**src/rtl/mult_seq_pkg.sv**
```systemverilog
// Shared encodings and sizes for the sequential shift-and-add multiplier.
// The optional zero-skip early exit is enabled with MULT_SEQ_ZERO_SKIP_EN.
package mult_seq_pkg;
    localparam int WIDTH_DEF = 4;
    localparam int CNT_W     = 3;

    typedef enum logic [1:0] {
        IDLE = 2'd0,
        RUN  = 2'd1,
        DONE = 2'd2
    } state_t;
endpackage

```
**src/rtl/mult_seq_if.sv**
```systemverilog
// Start/busy/done handshake plus operand and product buses of the multiplier.
interface mult_seq_if
    import mult_seq_pkg::*;
#(
    parameter int WIDTH = WIDTH_DEF
);
    logic               start;
    logic [WIDTH-1:0]   multiplicand;
    logic [WIDTH-1:0]   multiplier;
    logic               busy;
    logic               done;
    logic [2*WIDTH-1:0] product;

    modport master (output start, multiplicand, multiplier,
                    input  busy, done, product);
    modport slave  (input  start, multiplicand, multiplier,
                    output busy, done, product);
endinterface

```
**src/rtl/adder_4bit.sv**
```systemverilog
// Team 4-bit ripple adder; the multiplier's only arithmetic resource.
module adder_4bit (
    input  logic [3:0] a,
    input  logic [3:0] b,
    input  logic       cin,
    output logic [3:0] sum,
    output logic       cout
);
    assign {cout, sum} = {1'b0, a} + {1'b0, b} + {4'b0000, cin};
endmodule

```
**src/rtl/mult_seq_dp.sv**
```systemverilog
// Multiplier datapath: A/Q/M registers, one shared adder, and the per-step shift.
// With MULT_SEQ_ZERO_SKIP_EN it also flags exhausted multiplier bits and aligns the early result.
module mult_seq_dp
    import mult_seq_pkg::*;
#(
    parameter int WIDTH = WIDTH_DEF
) (
    input  logic               clk,
    input  logic               rst,
    input  logic               load,
    input  logic               step,
    input  logic [WIDTH-1:0]   m_in,
    input  logic [WIDTH-1:0]   q_in,
`ifdef MULT_SEQ_ZERO_SKIP_EN
    input  logic [CNT_W-1:0]   cnt_nxt,
    output logic               skip,
    output logic [2*WIDTH-1:0] skip_res,
`endif
    output logic [2*WIDTH-1:0] step_res
);
    logic [WIDTH-1:0] a_q, a_d, q_q, q_d, m_q, m_d;
    logic [WIDTH-1:0] addend, sum;
    logic             cout;

    adder_4bit u_add (
        .a    (a_q),
        .b    (addend),
        .cin  (1'b0),
        .sum  (sum),
        .cout (cout)
    );

    // The carry lands in A's MSB on the shift, so C is zero after every
    // step and needs no storage of its own.
    always_comb begin
        addend   = q_q[0] ? m_q : '0;
        step_res = {cout, sum, q_q[WIDTH-1:1]};
        a_d      = a_q;
        q_d      = q_q;
        m_d      = m_q;
        if (load) begin
            a_d = '0;
            q_d = q_in;
            m_d = m_in;
        end else if (step) begin
            {a_d, q_d} = step_res;
        end
    end

`ifdef MULT_SEQ_ZERO_SKIP_EN
    logic [WIDTH-1:0] live_mask;

    // Low WIDTH-count bits of Q are multiplier bits not yet examined.
    always_comb begin
        live_mask = {WIDTH{1'b1}} >> cnt_nxt;
        skip      = (step_res[WIDTH-1:0] & live_mask) == '0;
        skip_res  = step_res >> (CNT_W'(WIDTH) - cnt_nxt);
    end
`endif

    always_ff @(posedge clk or posedge rst) begin
        if (rst) begin
            a_q <= '0;
            q_q <= '0;
            m_q <= '0;
        end else begin
            a_q <= a_d;
            q_q <= q_d;
            m_q <= m_d;
        end
    end
endmodule

```
**src/rtl/mult_seq_ctrl.sv**
```systemverilog
// Sequential unsigned multiplier controller: IDLE/RUN/DONE FSM and step counter.
// Define MULT_SEQ_ZERO_SKIP_EN to finish early once the remaining multiplier bits are zero.
module mult_seq_ctrl
    import mult_seq_pkg::*;
#(
    parameter int WIDTH = WIDTH_DEF
) (
    input  logic      clk,
    input  logic      rst,
    mult_seq_if.slave bus
);
    state_t             state_q, state_d;
    logic [CNT_W-1:0]   count_q, count_d, cnt_nxt;
    logic               busy_q, busy_d, done_q, done_d;
    logic [2*WIDTH-1:0] product_q, product_d;
    logic               load, step;
    logic [2*WIDTH-1:0] step_res;
`ifdef MULT_SEQ_ZERO_SKIP_EN
    logic               skip;
    logic [2*WIDTH-1:0] skip_res;
`endif

    mult_seq_dp #(.WIDTH(WIDTH)) u_dp (
        .clk      (clk),
        .rst      (rst),
        .load     (load),
        .step     (step),
        .m_in     (bus.multiplicand),
        .q_in     (bus.multiplier),
`ifdef MULT_SEQ_ZERO_SKIP_EN
        .cnt_nxt  (cnt_nxt),
        .skip     (skip),
        .skip_res (skip_res),
`endif
        .step_res (step_res)
    );

    always_comb begin
        state_d   = state_q;
        count_d   = count_q;
        busy_d    = busy_q;
        done_d    = 1'b0;
        product_d = product_q;
        load      = 1'b0;
        step      = 1'b0;
        cnt_nxt   = count_q + 1'b1;
        case (state_q)
            // DONE accepts start exactly like IDLE, so back-to-back ops skip IDLE.
            IDLE, DONE: begin
                if (bus.start) begin
                    load    = 1'b1;
                    count_d = '0;
                    state_d = RUN;
                    busy_d  = 1'b1;
                end else begin
                    state_d = IDLE;
                    busy_d  = 1'b0;
                end
            end
            RUN: begin
                step    = 1'b1;
                count_d = cnt_nxt;
                if (cnt_nxt == CNT_W'(WIDTH)) begin
                    state_d   = DONE;
                    busy_d    = 1'b0;
                    done_d    = 1'b1;
                    product_d = step_res;
                end
`ifdef MULT_SEQ_ZERO_SKIP_EN
                else if (skip) begin
                    state_d   = DONE;
                    busy_d    = 1'b0;
                    done_d    = 1'b1;
                    product_d = skip_res;
                end
`endif
            end
            default: begin
                state_d = IDLE;
                busy_d  = 1'b0;
            end
        endcase
    end

    always_ff @(posedge clk or posedge rst) begin
        if (rst) begin
            state_q   <= IDLE;
            count_q   <= '0;
            busy_q    <= 1'b0;
            done_q    <= 1'b0;
            product_q <= '0;
        end else begin
            state_q   <= state_d;
            count_q   <= count_d;
            busy_q    <= busy_d;
            done_q    <= done_d;
            product_q <= product_d;
        end
    end

    assign bus.busy    = busy_q;
    assign bus.done    = done_q;
    assign bus.product = product_q;
endmodule

```
**src/flat_wrapper.sv**
```systemverilog
// flat-port wrapper written by rule: the top's interface ports become plain ports
module mult_seq_ctrl_flat import mult_seq_pkg::*;
#(
    parameter int WIDTH = WIDTH_DEF
)
  (clk, rst, bus_start, bus_multiplicand, bus_multiplier, bus_busy, bus_done, bus_product);
  mult_seq_if #(.WIDTH(WIDTH)) bus_i ();
  input  logic clk;
  input  logic rst;
  input wire logic [$bits(bus_i.start)-1:0] bus_start;
  input wire logic [$bits(bus_i.multiplicand)-1:0] bus_multiplicand;
  input wire logic [$bits(bus_i.multiplier)-1:0] bus_multiplier;
  output wire logic [$bits(bus_i.busy)-1:0] bus_busy;
  output wire logic [$bits(bus_i.done)-1:0] bus_done;
  output wire logic [$bits(bus_i.product)-1:0] bus_product;
  assign bus_i.start = bus_start;
  assign bus_i.multiplicand = bus_multiplicand;
  assign bus_i.multiplier = bus_multiplier;
  assign bus_busy = bus_i.busy;
  assign bus_done = bus_i.done;
  assign bus_product = bus_i.product;
  mult_seq_ctrl #(.WIDTH(WIDTH)) u_core (.clk(clk), .rst(rst), .bus(bus_i));
endmodule
```
**config.mk**
```make
export PLATFORM = sky130hd
export DESIGN_NAME = mult_seq_ctrl_flat
export DESIGN_NICKNAME = d
export VERILOG_FILES = /design/src/rtl/mult_seq_pkg.sv /design/src/rtl/mult_seq_if.sv /design/src/rtl/adder_4bit.sv /design/src/rtl/mult_seq_dp.sv /design/src/rtl/mult_seq_ctrl.sv /design/src/flat_wrapper.sv
export SDC_FILE = /design/constraint.sdc
export NUM_CORES = 1
export LEC_CHECK = 0
export CAP_MARGIN = 30
export CORE_AREA = 2 2 55 57
export DETAILED_ROUTE_END_ITERATION = 10
export DIE_AREA = 0 0 57 59
export PLACE_DENSITY = 0.72
export REMOVE_ABC_BUFFERS = 1
export SETUP_SLACK_MARGIN = 0.2
export SLEW_MARGIN = 15
export SYNTH_ARGS = -nofsm -noshare
export SYNTH_HDL_FRONTEND = slang
export SYNTH_SLANG_ARGS = --single-unit
```
**constraint.sdc**
```tcl
create_clock -name clk -period 1.8 [get_ports clk]
set_input_delay 0.36 -clock clk [delete_from_list [all_inputs] [get_ports clk]]
set_output_delay 0.36 -clock clk [all_outputs]
set_load 0.05 [all_outputs]
```
==> reports/results.txt <==
core footprint = 2710 um2
register bit total from synthesis = 26
# setup viols final = 1
Final Hold Fails = 0
PwrDens = 2080 nW/um2
die area = 3360 um2
Max Fclk = 0.554 GHz
CP startpoint kind = flop
Routed Wire Length = 2.47 mm
synth top area cells = dfrtp_1 (52%), mux2_2 (10%), ha_1 (6.0%)
Reg clk slew, reported paths = 0.14 ns
Worst Reg-to-Reg Cells = 6
largest net degree at the start of global routing = 27
VDD IR max = 0.00156 V
total global-route track usage = 17.3%
CP Capture Type = flop
chip width = 57 um
synthesis-to-finish area growth = 38.3%
FF-to-FF End = u_core.u_dp.a_q[1]
Starting Density = 45.9%
CTS tree = done
YS warnings = 0
fillcell total = 239
Setup Crit Path Kind = reg2reg
Root Driver = clkbuf_4
Critical Path End = u_core.u_dp.a_q[1]
Critical path origin = u_core.u_dp.q_q[0]
FP Rows = 19
Synth Instances = 105
post-layout min period = 1.80 ns
average wire per standard cell = 14.3 um
DRT iter0 DRCs = 5
share of cells above drive strength 1 = 38.0%
register area = 651 um2
fin crit share = 100%
Post-synth ARST share = 100%
PortBufs = 20
share of the yosys chip area belonging to registers = 52.3%
Distinct cells, synth = 26
most frequent cells after synthesis = dfrtp_1 (26), mux2_2 (11), nor2_1 (11)
worst-margin pin slew = 0.372 ns
Worst EP required = 2.02 ns
Place WS = -0.126 ns
EDFF count, synth = 0
total CTS buffers = 3
max-cap violations = 0
area leader, netlist = dfrtp_1
synthesized cell area = 1240 um2
Overflow after GRT = 0
cell with the most instances after synthesis = dfrtp_1
Residual DRC = 0
Slew headroom = 75.2%
drt pass-1 iters = 3
GPL Wtd Cong = 0.791
die height = 59 um
RSZ-0062 raised after global routing = yes
CP max FO = 4
Final Net Count = 161
Detailed Place HPWL = 1.75 mm
number of global-route vias before repair = 1001
area of the multi-input gates = 646 um2
htree depth = 1
R2R setup slack = -0.004 ns
Num Clock Sinks = 26
Worst Path Arrival = 2.02 ns
Layout Utilization = 63.5%
Vias/cell = 5.12
via count = 886
# IOs = 21
CTS Buffer Depth = 2
first-pass GRT wire length = 4.53 mm
max-slew violations = 0
worst hold path type = in2async
Lkg Pwr = 0.000804 uW
FF-to-FF Start = u_core.u_dp.q_q[0]
Clock Skews = 0.00554 ns
run status = finished with violations
Final ANT Viol Nets = 0
Synth Area per Inst = 11.8 um2
n_diodes = 0
failing checks = negative setup slack
Worst-Skew Late Latency = 0.32 ns
initial antenna violation count = 0
Main synth FF type = dfrtp_1
Synth top area share = 52.3%
final setup margin = -0.00359 ns
routing by layer:
| layer | vias to the layer above | routed length, um | global-route usage (%) |
|---|---|---|---|
| li1 | 432 | - | - |
| met1 | 438 | 1050 | 21.5 |
| met2 | 14 | 1330 | 30.7 |
| met3 | 2 | 75 | 2.84 |
| met4 | 0 | 16 | 5.98 |
| met5 | - | 0 | 0 |
through the flow:
stage	instances	TNS, ns	area [um2]	hold slack (ns)	total power, uW
after floorplan	101	-0.0721	1220	0.400	2230
final	173	-0.00359	1720	0.396	3580
after global placement	159	-0.124	1500	0.471	2730
after global routing	173	-0.122	1720	0.427	3840
after detailed placement	159	-0.215	1500	0.481	2800
after CTS	171	0	1690	0.399	3510
power by group:
part	leakage, uW	switching (uW)	internal (uW)
registers	0.000316	225	859
clock network	0.0000210	168	124
logic	0.000467	1050	1160
state kept, by name, summed over array words and instances, names as in the netlist:
register / cells
u_core.bus.done: 1
u_core.u_dp.a_q: 4
u_core.u_dp.q_q: 4
u_core.state_q: 1
u_core.u_dp.m_q: 4
u_core.count_q: 3
u_core.bus.product: 8
u_core.bus.busy: 1
timing repair:
action / CTS / global route
pin swaps: 6 / 4
hold buffers: 0 / 0
setup buffers: 8 / 2
resized for setup: 22 / 3
hold endpoints to repair: 0 / 0
endpoints found under the setup margin: 12 / 12
cell type report:
class	count	share of cell area (%)
flip-flops and latches	26	37.8
multi-input cells	71	37.5
repair buffers	37	19.4
well taps	31	2.25
clock buffers	4	2.11
inverters	4	0.873
how the worst min path moves through the flow:
stage	cells past startpoint	slack (ns)	endpoint
global placement	1	0.47	u_core.bus.product[0]
finish	3	0.40	u_core.u_dp.q_q[2]
detailed placement	1	0.48	u_core.bus.product[1]
global route	3	0.43	u_core.u_dp.q_q[2]
CTS	3	0.40	u_core.u_dp.q_q[2]
floorplan	1	0.40	u_core.bus.busy
cells in the final DEF (no fill, tap or decap), types with 2 or more instances in the layout:
cell | synthesis | final
o22ai_1 | 4 | 4
clkdlybuf4s50_1 | 0 | 10
mux2_2 | 11 | 5
nor2_1 | 11 | 11
ha_1 | 6 | 4
buf_4 | 0 | 21
a21o_1 | 2 | 2
nand2_1 | 3 | 3
o21ai_0 | 8 | 7
mux2_4 | 0 | 8
and2_1 | 5 | 3
nand2b_1 | 2 | 2
and2_4 | 0 | 2
ha_4 | 0 | 2
inv_1 | 4 | 4
buf_6 | 1 | 5
clkbuf_4 | 0 | 3
a21oi_1 | 3 | 2
a22o_1 | 3 | 3
dfrtp_1 | 26 | 26
critical path, cell delays in order (launching register included):
cell	delay, ns
dfrtp_1	0.42
buf_6	0.13
and2_4	0.16
fa_2	0.41
xor2_2	0.16
mux2_4	0.26
a22o_1	0.17
cell families after synthesis:
group,share of synthesized area (%)
mux,12.6
flops,52.3
xor+xnor,2.82
fa+ha+maj,7.65
buf+inv,3.22
simple gates,11.1
compound gates,10.4
Power figures use the tool's default switching activity.
